==> src/rtl/ctrl_pipeline.sv <==
// Control-word pipeline from decode through writeback, with NZCV flags.
// Condition result gates every state-changing bit in Execute.
module ctrl_pipeline #(
  parameter logic [3:0] FLAGS_RST = 4'b0000,
  parameter int         COND_W    = 4
) (
  input  logic              clk,
  input  logic              reset,
  input  logic [COND_W-1:0] CondD,
  input  logic              PCSD,
  input  logic              RegWD,
  input  logic              MemWD,
  input  logic              MemtoRegD,
  input  logic              BranchD,
  input  logic              ALUSrcD,
  input  logic [1:0]        ALUControlD,
  input  logic [1:0]        FlagWD,
  input  logic              StallE,
  input  logic              FlushE,
  input  logic [3:0]        ALUFlags,
  input  logic              CondExE,
  output logic [COND_W-1:0] CondE,
  output logic [3:0]        FlagsE,
  output logic              ALUSrcE,
  output logic [1:0]        ALUControlE,
  output logic              MemtoRegE,
  output logic              BranchTakenE,
  output logic              PCSrcE,
  output logic              RegWriteM,
  output logic              MemWriteM,
  output logic              MemtoRegM,
  output logic              RegWriteW,
  output logic              MemtoRegW,
  output logic              PCSrcW
);

  typedef struct packed {
    logic [COND_W-1:0] cond;
    logic              pcs;
    logic              regw;
    logic              memw;
    logic              memtoreg;
    logic              branch;
    logic              alusrc;
    logic [1:0]        aluctrl;
    logic [1:0]        flagw;
    logic              valid;
  } id_ex_t;

  typedef struct packed {
    logic regw;
    logic memw;
    logic memtoreg;
    logic pcsrc;
  } ex_mem_t;

  typedef struct packed {
    logic regw;
    logic memtoreg;
    logic pcsrc;
  } mem_wb_t;

  id_ex_t  dec;
  id_ex_t  ex_q;
  ex_mem_t ex_res;
  ex_mem_t mem_q;
  mem_wb_t wb_q;
  logic [3:0] flags_q;
  logic       gate;
  logic [1:0] flag_we;

  always_comb begin
    dec          = '0;
    dec.cond     = CondD;
    dec.pcs      = PCSD;
    dec.regw     = RegWD;
    dec.memw     = MemWD;
    dec.memtoreg = MemtoRegD;
    dec.branch   = BranchD;
    dec.alusrc   = ALUSrcD;
    dec.aluctrl  = ALUControlD;
    dec.flagw    = FlagWD;
    dec.valid    = 1'b1;
  end

  // A bubble (valid=0) must never write, whatever its condition says.
  assign gate    = CondExE & ex_q.valid;
  assign flag_we = ex_q.flagw & {2{gate}};

  always_comb begin
    ex_res          = '0;
    ex_res.regw     = ex_q.regw & gate;
    ex_res.memw     = ex_q.memw & gate;
    ex_res.memtoreg = ex_q.memtoreg;
    ex_res.pcsrc    = ex_q.pcs & gate;
  end

  always_ff @(posedge clk) begin
    if (reset) begin
      ex_q <= '0;
    end else if (FlushE) begin
      ex_q <= '0;
    end else if (!StallE) begin
      ex_q <= dec;
    end
  end

  always_ff @(posedge clk) begin
    if (reset || StallE) begin
      mem_q <= '0;
    end else begin
      mem_q <= ex_res;
    end
  end

  always_ff @(posedge clk) begin
    if (reset) begin
      wb_q <= '0;
    end else begin
      wb_q.regw     <= mem_q.regw;
      wb_q.memtoreg <= mem_q.memtoreg;
      wb_q.pcsrc    <= mem_q.pcsrc;
    end
  end

  // Flags commit only in the cycle the instruction leaves Execute.
  always_ff @(posedge clk) begin
    if (reset) begin
      flags_q <= FLAGS_RST;
    end else if (!StallE) begin
      if (flag_we[1]) flags_q[3:2] <= ALUFlags[3:2];
      if (flag_we[0]) flags_q[1:0] <= ALUFlags[1:0];
    end
  end

  assign CondE        = ex_q.cond;
  assign FlagsE       = flags_q;
  assign ALUSrcE      = ex_q.alusrc;
  assign ALUControlE  = ex_q.aluctrl;
  assign MemtoRegE    = ex_q.memtoreg;
  assign BranchTakenE = ex_q.branch & gate;
  assign PCSrcE       = ex_res.pcsrc;
  assign RegWriteM    = mem_q.regw;
  assign MemWriteM    = mem_q.memw;
  assign MemtoRegM    = mem_q.memtoreg;
  assign RegWriteW    = wb_q.regw;
  assign MemtoRegW    = wb_q.memtoreg;
  assign PCSrcW       = wb_q.pcsrc;

endmodule

==> config.mk <==
export PLATFORM = sky130hd
export DESIGN_NAME = ctrl_pipeline
export DESIGN_NICKNAME = d
export VERILOG_FILES = /design/src/rtl/ctrl_pipeline.sv
export SDC_FILE = /design/constraint.sdc
export NUM_CORES = 1
export LEC_CHECK = 0
export ABC_AREA = 1
export ABC_CLOCK_PERIOD_IN_PS = 1600
export CAP_MARGIN = 20
export CORE_ASPECT_RATIO = 0.75
export CORE_MARGIN = 4
export CORE_UTILIZATION = 44
export CTS_CLUSTER_DIAMETER = 30
export DETAILED_ROUTE_END_ITERATION = 10
export PLACE_DENSITY = 0.9
export SETUP_SLACK_MARGIN = 0.1
export SLEW_MARGIN = 20
export SYNTH_ARGS = -nofsm -noshare
export SYNTH_HDL_FRONTEND = slang
export SYNTH_SLANG_ARGS = --single-unit
==> constraint.sdc <==
create_clock -name clk -period 1.6 [get_ports clk]
set_input_delay 0.24 -clock clk [delete_from_list [all_inputs] [get_ports clk]]
set_output_delay 0.24 -clock clk [all_outputs]
set_load 0.01 [all_outputs]
After elaboration in Yosys (flattened, before gate mapping)
Index checks and enable logic that the tools add are counted. W data, S select, Z words.

Bits in registers: 26. Input port bits: 23. Output and inout bits: 20. Word-level logic and storage cells: 30.

Bitwise gates (word level): 7. Reductions and logical operators: 4.

Operators with widths (count): $and A1 B1 Y1 (5); $reduce_and A2 Y1 (2); $and A2 B2 Y2 (1); $reduce_or A2 Y1 (1); $logic_or A1 B1 Y1 (1); $not A1 Y1 (1).

Logic depth before layout (Yosys ltp)
Gate-level depths: netlist of the first run.

Depth after elaboration: 3. Depth in mapped cells: 6. Gate-level depth less buffers: 5.

Least setup slack after synthesis of the first run
No wires, ideal clock.

Path type: in2reg. Start point: input StallE. End point: register ex_q, in the netlist ALUControlE[1]. Library setup time: 66 ps. Arrival time: 836 ps. Data required time: 1534 ps. Slack: 698 ps. Stages: 5. Buffers on the path: 2. Path through: buf_2 inv_2 buf_2 nand2_1 a21oi_2.

RTL lines: start: declaration (RTL line 18) `input logic StallE,`; end signal: assignment (RTL line 100) `ex_q <= '0;`; end signal: assignment (RTL line 102) `ex_q <= '0;`; end signal: assignment (RTL line 104) `ex_q <= dec;`; end: declaration (RTL line 64) `id_ex_t ex_q;`.

Worst setup path after layout of the first run
Start point: register flags_q[2] (netlist: FlagsE[2]). End point: output FlagsE[2].

RTL lines: start: declaration (RTL line 68) `logic [3:0] flags_q;`; start signal: assignment (RTL line 131) `if (flag_we[1]) flags_q[3:2] <= ALUFlags[3:2];`; end: declaration (RTL line 23) `output logic [3:0] FlagsE,`.

No word-level cell between the ends.

==> results of run 1 <==
==> path summary, 6_finish.rpt <==
| kind | slack (ns) | start | endpoint | depth (start not counted) |
|---|---|---|---|---|
| hold / removal | 0.41 | mem_q[0] | PCSrcW | 2 |
| setup reg to reg | 0.55 | ex_q[0] | FlagsE[1] | 6 |
| setup / recovery | 0.15 | FlagsE[2] | FlagsE[2] | 1 |
| hold reg to reg | 0.41 | mem_q[0] | PCSrcW | 2 |
==> timing repair <==
action,4_1_cts,5_1_grt
buffers inserted,0,0
gates resized for setup,2,7
hold endpoints to repair,0,0
setup endpoints to repair,2,7
==> flip-flops by register name, indices dropped and copies added, names as in the netlist <==
| register | flops |
|---|---|
| MemWriteM | 1 |
| mem_q | 1 |
| MemtoRegE | 1 |
| ex_q | 7 |
| ALUSrcE | 1 |
| CondE | 4 |
| MemtoRegM | 1 |
| ALUControlE | 2 |
| PCSrcW | 1 |
| RegWriteW | 1 |
| MemtoRegW | 1 |
| FlagsE | 4 |
| RegWriteM | 1 |
==> logic make-up (layout without fill, tap and decap cells) <==
kind of cell | Yosys count | in the layout
compound gates | 14 | 14
buf+inv | 26 | 65
flops | 26 | 26
simple gates | 66 | 66
==> cell usage in the layout (no fill, tap or decap), drive strengths merged <==
master	count
nand2	38
clkdlybuf4s50	33
dfxtp	26
nor2	22
inv	15
a21oi	14
dlymetal6s2s	7
nand3	4
buf	4
clkbuf	4
dlygate4sd2	2
or2	1
nor3	1
==> power by group through the flow <==
| stage | registers (mW) | logic [mW] | clock network [mW] |
|---|---|---|---|
| final | 0.667 | 0.138 | 0.327 |
| after global routing | 0.670 | 0.150 | 0.353 |
| after CTS | 0.668 | 0.140 | 0.337 |
| after detailed placement | 0.682 | 0.140 | 0 |
| after global placement | 0.681 | 0.135 | 0 |
| after floorplan | 0.682 | 0.0688 | 0 |
==> per-layer routing <==
layer / up-vias / GRT usage / wire length [µm]
li1: 469 / - / -
met1: 390 / 0.169 / 981
met2: 37 / 0.237 / 975
met3: 4 / 0.0591 / 224
met4: 0 / 0.0538 / 31
met5: - / 0 / 0
==> through the flow <==
step	setup WS, ns	power [mW]	std cells	hold WS, ns
floorplan	0.698	0.750	132	0.311
global placement	-0.0798	0.816	199	0.395
detailed placement	-0.0861	0.821	199	0.398
CTS	0.111	1.14	203	0.416
global route	0.104	1.17	203	0.429
finish	0.153	1.13	203	0.413
==> layout make-up <==
type,count,area share
timing repair buffer,46,0.315
inverter,15,0.0381
tap,32,0.0271
multi-input combinational,80,0.244
sequential,26,0.352
clock buffer,4,0.0245
==> worst min-delay path, delay by kind of cell (launching register included) <==
kind                   cells  cell delay [ns]
AND/OR/NAND/NOR            1             0.03
flip-flops                 1             0.32
buffers and inverters      1             0.04
==> impl_results.html, run 1 <==
<table>
<tr><th>Metric</th><th>Value</th></tr>
<tr><th colspan="2">Power</th></tr>
<tr><td>Share of total power in the clock network</td><td>0.289</td></tr>
<tr><td>Internal</td><td>roughly 0.9 mW</td></tr>
<tr><td>Peak supply drop</td><td>between 400 and 500 µV</td></tr>
<tr><td>Share of total power in sequential cells</td><td>0.589</td></tr>
<tr><td>Switch Pwr</td><td>0.255 mW</td></tr>
<tr><td>Leakage power total</td><td>approximately 0.7 nW</td></tr>
<tr><td>Power density of the placed cells</td><td>roughly 770 mW/mm²</td></tr>
<tr><td>Switch share</td><td>0.225</td></tr>
<tr><td>Gate power share</td><td>0.122</td></tr>
<tr><th colspan="2">Cells and area</th></tr>
<tr><td>Util after Layout</td><td>0.698</td></tr>
<tr><td>Area taken by flip-flops and latches</td><td>about 520 µm²</td></tr>
<tr><td>Area of all placed cells without fillers</td><td>roughly 0.0015 mm²</td></tr>
<tr><td>Share of layout cells above drive strength 1</td><td>0.105</td></tr>
<tr><td>Area of the multi-input gates</td><td>roughly 360 µm²</td></tr>
<tr><td>Number of antenna diodes</td><td>0</td></tr>
<tr><td>Area growth, synth to finish</td><td>43.8%</td></tr>
<tr><td>Fill cell total of the finished layout</td><td>184</td></tr>
<tr><td>Final net count</td><td>between 150 and 200</td></tr>
<tr><th colspan="2">Synth</th></tr>
<tr><td>Basic-gate share of the synthesized area counting and, or, nand and nor cells</td><td>0.249</td></tr>
<tr><td>Most frequent cells after synthesis</td><td>38 x nand2_1, 26 x dfxtp_1, 22 x nor2_1</td></tr>
<tr><td>Post-Syn Nets</td><td>around 160</td></tr>
<tr><td>Share of the synthesized area in compound gates (AO/OA/AOI/OAI)</td><td>0.101</td></tr>
<tr><td>Yosys reg bits</td><td>26</td></tr>
<tr><td>Adder-Cell Fraction of Synth Area</td><td>0</td></tr>
<tr><td>Top FF cell, synth</td><td>dfxtp_1</td></tr>
<tr><td>Multiplexer fraction of the synthesized cell area</td><td>0</td></tr>
<tr><td>Share of synthesized area occupied by flip-flops and latches</td><td>0.506</td></tr>
<tr><td>Synth Area in XOR/XNOR</td><td>0</td></tr>
<tr><td>Number of instances in the synthesized netlist</td><td>132</td></tr>
<tr><td>Post-synth top area share</td><td>0.506</td></tr>
<tr><td>Number of enable flip-flop cells after synthesis</td><td>0</td></tr>
<tr><td>Most frequently used cell type in the post-synthesis netlist</td><td>nand2_1</td></tr>
<tr><td>Largest family of logic cells by synthesized area</td><td>simple AND/OR/NAND/NOR gates</td></tr>
<tr><td>Netlist cell types</td><td>14</td></tr>
<tr><td>Share of flip-flops with an asynchronous set or reset after synthesis</td><td>0</td></tr>
<tr><td>Warning count from the yosys run</td><td>0</td></tr>
<tr><td>Post-synth top area cell</td><td>dfxtp_1</td></tr>
<tr><td>Cell types occupying the most area after synthesis</td><td>dfxtp_1 51%, nand2_1 14%, nor2_1 8.0%</td></tr>
<tr><td>Post-synthesis cell area</td><td>between 0.001 and 0.0015 mm²</td></tr>
<tr><td>Mean cell area of the mapped netlist</td><td>7.79 µm²</td></tr>
<tr><th colspan="2">Clock tree</th></tr>
<tr><td>Clock transition at the registers of the reported paths</td><td>0.14 ns</td></tr>
<tr><td>TritonCTS Sinks</td><td>26</td></tr>
<tr><td>CTS H-Tree Depth</td><td>1</td></tr>
<tr><td>Clock latency reported for the late side of the worst-skew pair</td><td>slightly above 0.3 ns</td></tr>
<tr><td>TritonCTS clock tree</td><td>done</td></tr>
<tr><td>Hold-fix buffer count after cts</td><td>0</td></tr>
<tr><td>Maximum number of buffers from clock root to sink</td><td>2</td></tr>
<tr><td>Buffer cell driving the clock tree root</td><td>clkbuf_4</td></tr>
<tr><td>Inserted Clock Buffers</td><td>3</td></tr>
<tr><th colspan="2">Placed design</th></tr>
<tr><td># port buffers</td><td>42</td></tr>
<tr><td>Detailed-placement wirelength estimate</td><td>around 1700 µm</td></tr>
<tr><td>Cell area reported after detailed placement</td><td>0.00143 mm²</td></tr>
<tr><td>Final Wtd Congestion</td><td>0.750</td></tr>
<tr><th colspan="2">Floorplan</th></tr>
<tr><td>Num rows</td><td>14</td></tr>
<tr><td>Initial Utilization</td><td>0.485</td></tr>
<tr><td>Die ar.</td><td>0.00318 mm²</td></tr>
<tr><td>Chip Width</td><td>approximately 64 µm</td></tr>
<tr><td>Boundary pin count</td><td>43</td></tr>
<tr><td>Vertical die dimension</td><td>49.9 µm</td></tr>
<tr><td>Area of the core</td><td>0.00212 mm²</td></tr>
<tr><th colspan="2">Setup path</th></tr>
<tr><td>Arrival @ worst endpoint</td><td>between 1 and 1.5 ns</td></tr>
<tr><td>Largest fanout of any net on the critical path</td><td>2</td></tr>
<tr><td>Family with the most delay on the worst path</td><td>buffers and inverters</td></tr>
<tr><td>Worst Path Required</td><td>around 1.4 ns</td></tr>
<tr><td>Library cell contributing the largest single delay on the critical path</td><td>clkdlybuf4s50_1</td></tr>
<tr><td>Cell-by-cell listing of the critical path</td><td>clkdlybuf4s50_1</td></tr>
<tr><td>Kind of end point of the critical path</td><td>primary output</td></tr>
<tr><td>Total buffers and inverters traversed by the critical path</td><td>1</td></tr>
<tr><td>CP Class</td><td>reg -&gt; out</td></tr>
<tr><td>Startpoint Class</td><td>register</td></tr>
<tr><td>Slowest stage delay, CP</td><td>between 0.5 and 0.6 ns</td></tr>
<tr><th colspan="2">STA</th></tr>
<tr><td>Post-route clock period utilization</td><td>0.905</td></tr>
<tr><td>Layout Skew</td><td>~0.0034 ns</td></tr>
<tr><td>Actual transition at the worst max-transition pin</td><td>roughly 0.7 ns</td></tr>
<tr><td>Unrepaired setup endpoints after global routing</td><td>false</td></tr>
<tr><td>Summed negative setup slack over all endpoints</td><td>0 ns</td></tr>
<tr><td>Fin. Hold Viols</td><td>0</td></tr>
<tr><td>Setup-failing EPs final</td><td>0</td></tr>
<tr><td>Time the worst path needs with I/O delays and setup</td><td>1.45 ns</td></tr>
<tr><td>Slew headroom</td><td>0.523</td></tr>
<tr><td>Highest clock rate</td><td>about 0.69 GHz</td></tr>
<tr><td>Max Transition Viols Final</td><td>0</td></tr>
<tr><th colspan="2">Global route</th></tr>
<tr><td>Wire length of the first global-routing pass</td><td>~3600 µm</td></tr>
<tr><td>Largest net degree at the start of global routing</td><td>19</td></tr>
<tr><td>Number of global-route vias before repair</td><td>roughly 840</td></tr>
<tr><td>GRT Overall Usage</td><td>0.145</td></tr>
<tr><td>Antenna violations before repair</td><td>0</td></tr>
<tr><td>Total overflow reported by the global router</td><td>0</td></tr>
<tr><th colspan="2">Detailed routing</th></tr>
<tr><td>Initial drt markers</td><td>11</td></tr>
<tr><td>TritonRoute pass-1 iters</td><td>4</td></tr>
<tr><td>Total number of vias</td><td>900</td></tr>
<tr><td>Detailed-route wire length</td><td>about 2200 µm</td></tr>
<tr><td>Vias per inst</td><td>about 4.4</td></tr>
<tr><td>DRC Markers</td><td>0</td></tr>
<tr><td>Drt wl/cell</td><td>about 11 µm</td></tr>
<tr><td>Remaining antenna violation count after routing</td><td>0</td></tr>
<tr><th colspan="2">Run</th></tr>
<tr><td>Maximum capacitance violations</td><td>0</td></tr>
<tr><th colspan="2">Outcome</th></tr>
<tr><td>Status</td><td>finished clean</td></tr>
<tr><th colspan="2">Hold path</th></tr>
<tr><td>Path type of the worst min-delay path</td><td>reg -&gt; reg</td></tr>
</table>
(Power assumes the default switching activity.)
==> run 2, diff against run 1 <==
--- a/config.mk
+++ b/config.mk
@@ -6,7 +6,7 @@
 export NUM_CORES = 1
 export LEC_CHECK = 0
 export ABC_AREA = 1
-export ABC_CLOCK_PERIOD_IN_PS = 1600
+export ABC_CLOCK_PERIOD_IN_PS = 1700
 export CAP_MARGIN = 20
 export CORE_ASPECT_RATIO = 0.75
 export CORE_MARGIN = 4
==> constraint.sdc (replaced) <==
create_clock -name clk -period 1.7 [get_ports clk]
set_input_delay 0.255 -clock clk [delete_from_list [all_inputs] [get_ports clk]]
set_output_delay 0.255 -clock clk [all_outputs]
set_load 0.01 [all_outputs]
==> run 2 against run 1 <==
  * First-iteration DRC count rose by 36%
  * Global-route usage rose by 1.3 points
  * Combinational power fell by 7%
  * Clock skew fell by 0.0021 ns
  * Largest cell class unchanged
  * Largest power group unchanged
==> impl_results.html, run 2 (synthesis gave the netlist of run 1 again) <==
<table>
<tr><th>Metric</th><th>Value</th></tr>
<tr><th colspan="2">Outcome</th></tr>
<tr><td>Status</td><td>finished clean</td></tr>
<tr><th colspan="2">Global route</th></tr>
<tr><td>Number of global-route vias before repair</td><td>about 910</td></tr>
<tr><td>Antenna violations before repair</td><td>0</td></tr>
<tr><td>Wire length of the first global-routing pass</td><td>between 3000 and 4000 µm</td></tr>
<tr><td>Largest net degree at the start of global routing</td><td>19</td></tr>
<tr><td>Total overflow reported by the global router</td><td>0</td></tr>
<tr><td>GRT Overall Usage</td><td>0.157</td></tr>
<tr><th colspan="2">Clock tree</th></tr>
<tr><td>TritonCTS clock tree</td><td>done</td></tr>
<tr><td>Clock transition at the registers of the reported paths</td><td>0.13 ns</td></tr>
<tr><td>CTS H-Tree Depth</td><td>1</td></tr>
<tr><td>TritonCTS Sinks</td><td>26</td></tr>
<tr><td>Maximum number of buffers from clock root to sink</td><td>2</td></tr>
<tr><td>Post CTS Setup Buffer Count</td><td>0</td></tr>
<tr><td>Clock latency reported for the late side of the worst-skew pair</td><td>roughly 0.31 ns</td></tr>
<tr><td>Inserted Clock Buffers</td><td>3</td></tr>
<tr><td>Buffer cell driving the clock tree root</td><td>clkbuf_4</td></tr>
<tr><th colspan="2">Hold path</th></tr>
<tr><td>Path type of the worst min-delay path</td><td>reg -&gt; reg</td></tr>
<tr><td>Number of instances on the worst hold path</td><td>2</td></tr>
<tr><td>Endpoint of the worst hold path</td><td>PCSrcW</td></tr>
<tr><td>Beginning of the worst hold path</td><td>mem_q[0]</td></tr>
<tr><th colspan="2">Setup path</th></tr>
<tr><td>Startpoint Class</td><td>register</td></tr>
<tr><td>Arrival @ worst endpoint</td><td>1.26 ns</td></tr>
<tr><td>Kind of end point of the critical path</td><td>primary output</td></tr>
<tr><td>Path depth of the worst reg2reg path</td><td>6</td></tr>
<tr><td>Worst Path Required</td><td>1.44 ns</td></tr>
<tr><td>Largest fanout of any net on the critical path</td><td>3</td></tr>
<tr><td>Slowest stage delay, CP</td><td>0.56 ns</td></tr>
<tr><td>CP Class</td><td>reg -&gt; out</td></tr>
<tr><td>Cell-by-cell listing of the critical path</td><td>clkdlybuf4s50_1</td></tr>
<tr><td>Library cell contributing the largest single delay on the critical path</td><td>clkdlybuf4s50_1</td></tr>
<tr><td>Total buffers and inverters traversed by the critical path</td><td>1</td></tr>
<tr><td>Worst r2r src</td><td>ex_q[0]</td></tr>
<tr><td>R2r setup slk</td><td>approximately 0.63 ns</td></tr>
<tr><td>Family with the most delay on the worst path</td><td>buffers and inverters</td></tr>
<tr><td>Capture point of the worst reg-to-reg path</td><td>FlagsE[0]</td></tr>
<tr><th colspan="2">Cells and area</th></tr>
<tr><td>Final net count</td><td>approximately 190</td></tr>
<tr><td>Util after Layout</td><td>0.686</td></tr>
<tr><td>Number of antenna diodes</td><td>0</td></tr>
<tr><td>Area of all placed cells without fillers</td><td>about 0.0015 mm²</td></tr>
<tr><td>Most common cell after layout, fill and taps aside</td><td>clkdlybuf4s50_1</td></tr>
<tr><td>Area growth, synth to finish</td><td>41.4%</td></tr>
<tr><td>Fill cell total of the finished layout</td><td>roughly 190</td></tr>
<tr><td>Max reg flops</td><td>7</td></tr>
<tr><td>Share of layout cells above drive strength 1</td><td>0.100</td></tr>
<tr><td>Most frequent cells in the layout</td><td>40 x clkdlybuf4s50_1, 38 x nand2_1, 26 x dfxtp_1, 22 x nor2_1, 14 x inv_1</td></tr>
<tr><td>Top reg by flops</td><td>ex_q</td></tr>
<tr><td>Area of the multi-input gates</td><td>~360 µm²</td></tr>
<tr><td>Area taken by flip-flops and latches</td><td>about 520 µm²</td></tr>
<tr><th colspan="2">Power</th></tr>
<tr><td>Share of total power in the clock network</td><td>0.285</td></tr>
<tr><td>Peak supply drop</td><td>587 µV</td></tr>
<tr><td>Share of total power in sequential cells</td><td>0.593</td></tr>
<tr><td>Internal</td><td>roughly 0.83 mW</td></tr>
<tr><td>Leakage power total</td><td>0.562 nW</td></tr>
<tr><td>Power density of the placed cells</td><td>roughly 730 mW/mm²</td></tr>
<tr><td>Gate power share</td><td>0.122</td></tr>
<tr><td>Switch share</td><td>0.221</td></tr>
<tr><td>Switch Pwr</td><td>0.235 mW</td></tr>
<tr><th colspan="2">STA</th></tr>
<tr><td>Post-route clock period utilization</td><td>0.892</td></tr>
<tr><td>Unrepaired setup endpoints after global routing</td><td>false</td></tr>
<tr><td>Layout Skew</td><td>between 0.001 and 0.0015 ns</td></tr>
<tr><td>Actual transition at the worst max-transition pin</td><td>just over 0.7 ns</td></tr>
<tr><td>Max Transition Viols Final</td><td>0</td></tr>
<tr><td>Setup slack of the critical path after layout</td><td>around 0.18 ns</td></tr>
<tr><td>Slew headroom</td><td>0.528</td></tr>
<tr><td>Fin. Hold Viols</td><td>0</td></tr>
<tr><td>Setup-failing EPs final</td><td>0</td></tr>
<tr><td>Time the worst path needs with I/O delays and setup</td><td>1.52 ns</td></tr>
<tr><td>Highest clock rate</td><td>approximately 0.66 GHz</td></tr>
<tr><th colspan="2">Run</th></tr>
<tr><td>Maximum capacitance violations</td><td>0</td></tr>
<tr><th colspan="2">Floorplan</th></tr>
<tr><td>Initial Utilization</td><td>0.485</td></tr>
<tr><td>Chip Width</td><td>63.8 µm</td></tr>
<tr><td>Die ar.</td><td>approximately 0.0032 mm²</td></tr>
<tr><td>Area of the core</td><td>about 0.0021 mm²</td></tr>
<tr><td>Vertical die dimension</td><td>49.9 µm</td></tr>
<tr><td>Num rows</td><td>14</td></tr>
<tr><td>Boundary pin count</td><td>43</td></tr>
<tr><th colspan="2">Detailed routing</th></tr>
<tr><td>Initial drt markers</td><td>15</td></tr>
<tr><td>Total number of vias</td><td>912</td></tr>
<tr><td>TritonRoute pass-1 iters</td><td>4</td></tr>
<tr><td>Remaining antenna violation count after routing</td><td>0</td></tr>
<tr><td>Drt wl/cell</td><td>between 10 and 15 µm</td></tr>
<tr><td>Vias per inst</td><td>approximately 4.5</td></tr>
<tr><td>Detailed-route wire length</td><td>2300 µm</td></tr>
<tr><td>DRC Markers</td><td>0</td></tr>
<tr><th colspan="2">Placed design</th></tr>
<tr><td>Post-Place Worst Slack</td><td>-0.0166 ns</td></tr>
<tr><td>Cell area reported after detailed placement</td><td>approximately 0.0014 mm²</td></tr>
<tr><td>Detailed-placement wirelength estimate</td><td>1810 µm</td></tr>
<tr><td># port buffers</td><td>42</td></tr>
<tr><td>Final Wtd Congestion</td><td>between 0.7 and 0.8</td></tr>
</table>
## run 2: cell types whose count changed in the layout (fill, tap and decap cells not counted), sizes merged
| cell | change |
|---|---|
| clkdlybuf4s50 | +7 |
| dlymetal6s2s | -7 |
| buf | -1 |
## run 2: worst max path at each step
| stage | depth (start not counted) | slack [ns] | start | endpoint |
|---|---|---|---|---|
| finish | 1 | 0.18 | MemtoRegE | MemtoRegE |
| global route | 1 | 0.13 | MemtoRegE | MemtoRegE |
| detailed placement | 4 | -0.02 | CondExE | PCSrcE |
| CTS | 1 | 0.17 | MemtoRegE | MemtoRegE |
| global placement | 4 | -0.01 | CondExE | PCSrcE |
| floorplan | 5 | 0.78 | StallE | ALUControlE[1] |
## run 2: what timing repair did
action                     in CTS  in global routing
hold endpoints to repair        0                  0
setup endpoints to repair       2                  0
gates resized for setup         2                  0
hold buffers                    0                  0
## run 2: power by group through the flow
stage / Combinational, mW / Sequential, mW / Clock [mW]
after global placement: 0.126 / 0.641 / 0
after global routing: 0.141 / 0.631 / 0.337
after CTS: 0.130 / 0.629 / 0.308
after detailed placement: 0.129 / 0.642 / 0
after floorplan: 0.0647 / 0.641 / 0
final: 0.129 / 0.629 / 0.303
## run 2: metal layers
metal,vias to the layer above,global-route usage,part of all wire
li1,470,-,-
met2,40,0.280,0.47
met1,398,0.167,0.40
met5,-,0,0
met4,0,0.0358,0.012
met3,4,0.0773,0.12
## run 2: final cells by class
| class | count | share of cell area |
|---|---|---|
| well taps | 32 | 0.0275 |
| flip-flops and latches | 26 | 0.358 |
| multi-input cells | 80 | 0.248 |
| clock buffers | 4 | 0.0250 |
| inverters | 15 | 0.0387 |
| repair buffers | 45 | 0.303 |
## run 2: stage by stage
| stage | instances | setup TNS, ns | power (mW) | hold slack (ns) |
|---|---|---|---|---|
| after floorplan | 132 | 0 | 0.706 | 0.326 |
| after global placement | 198 | -0.00962 | 0.767 | 0.395 |
| after detailed placement | 198 | -0.0166 | 0.771 | 0.392 |
| after CTS | 202 | 0 | 1.07 | 0.409 |
| after global routing | 202 | 0 | 1.11 | 0.436 |
| final | 202 | 0 | 1.06 | 0.410 |
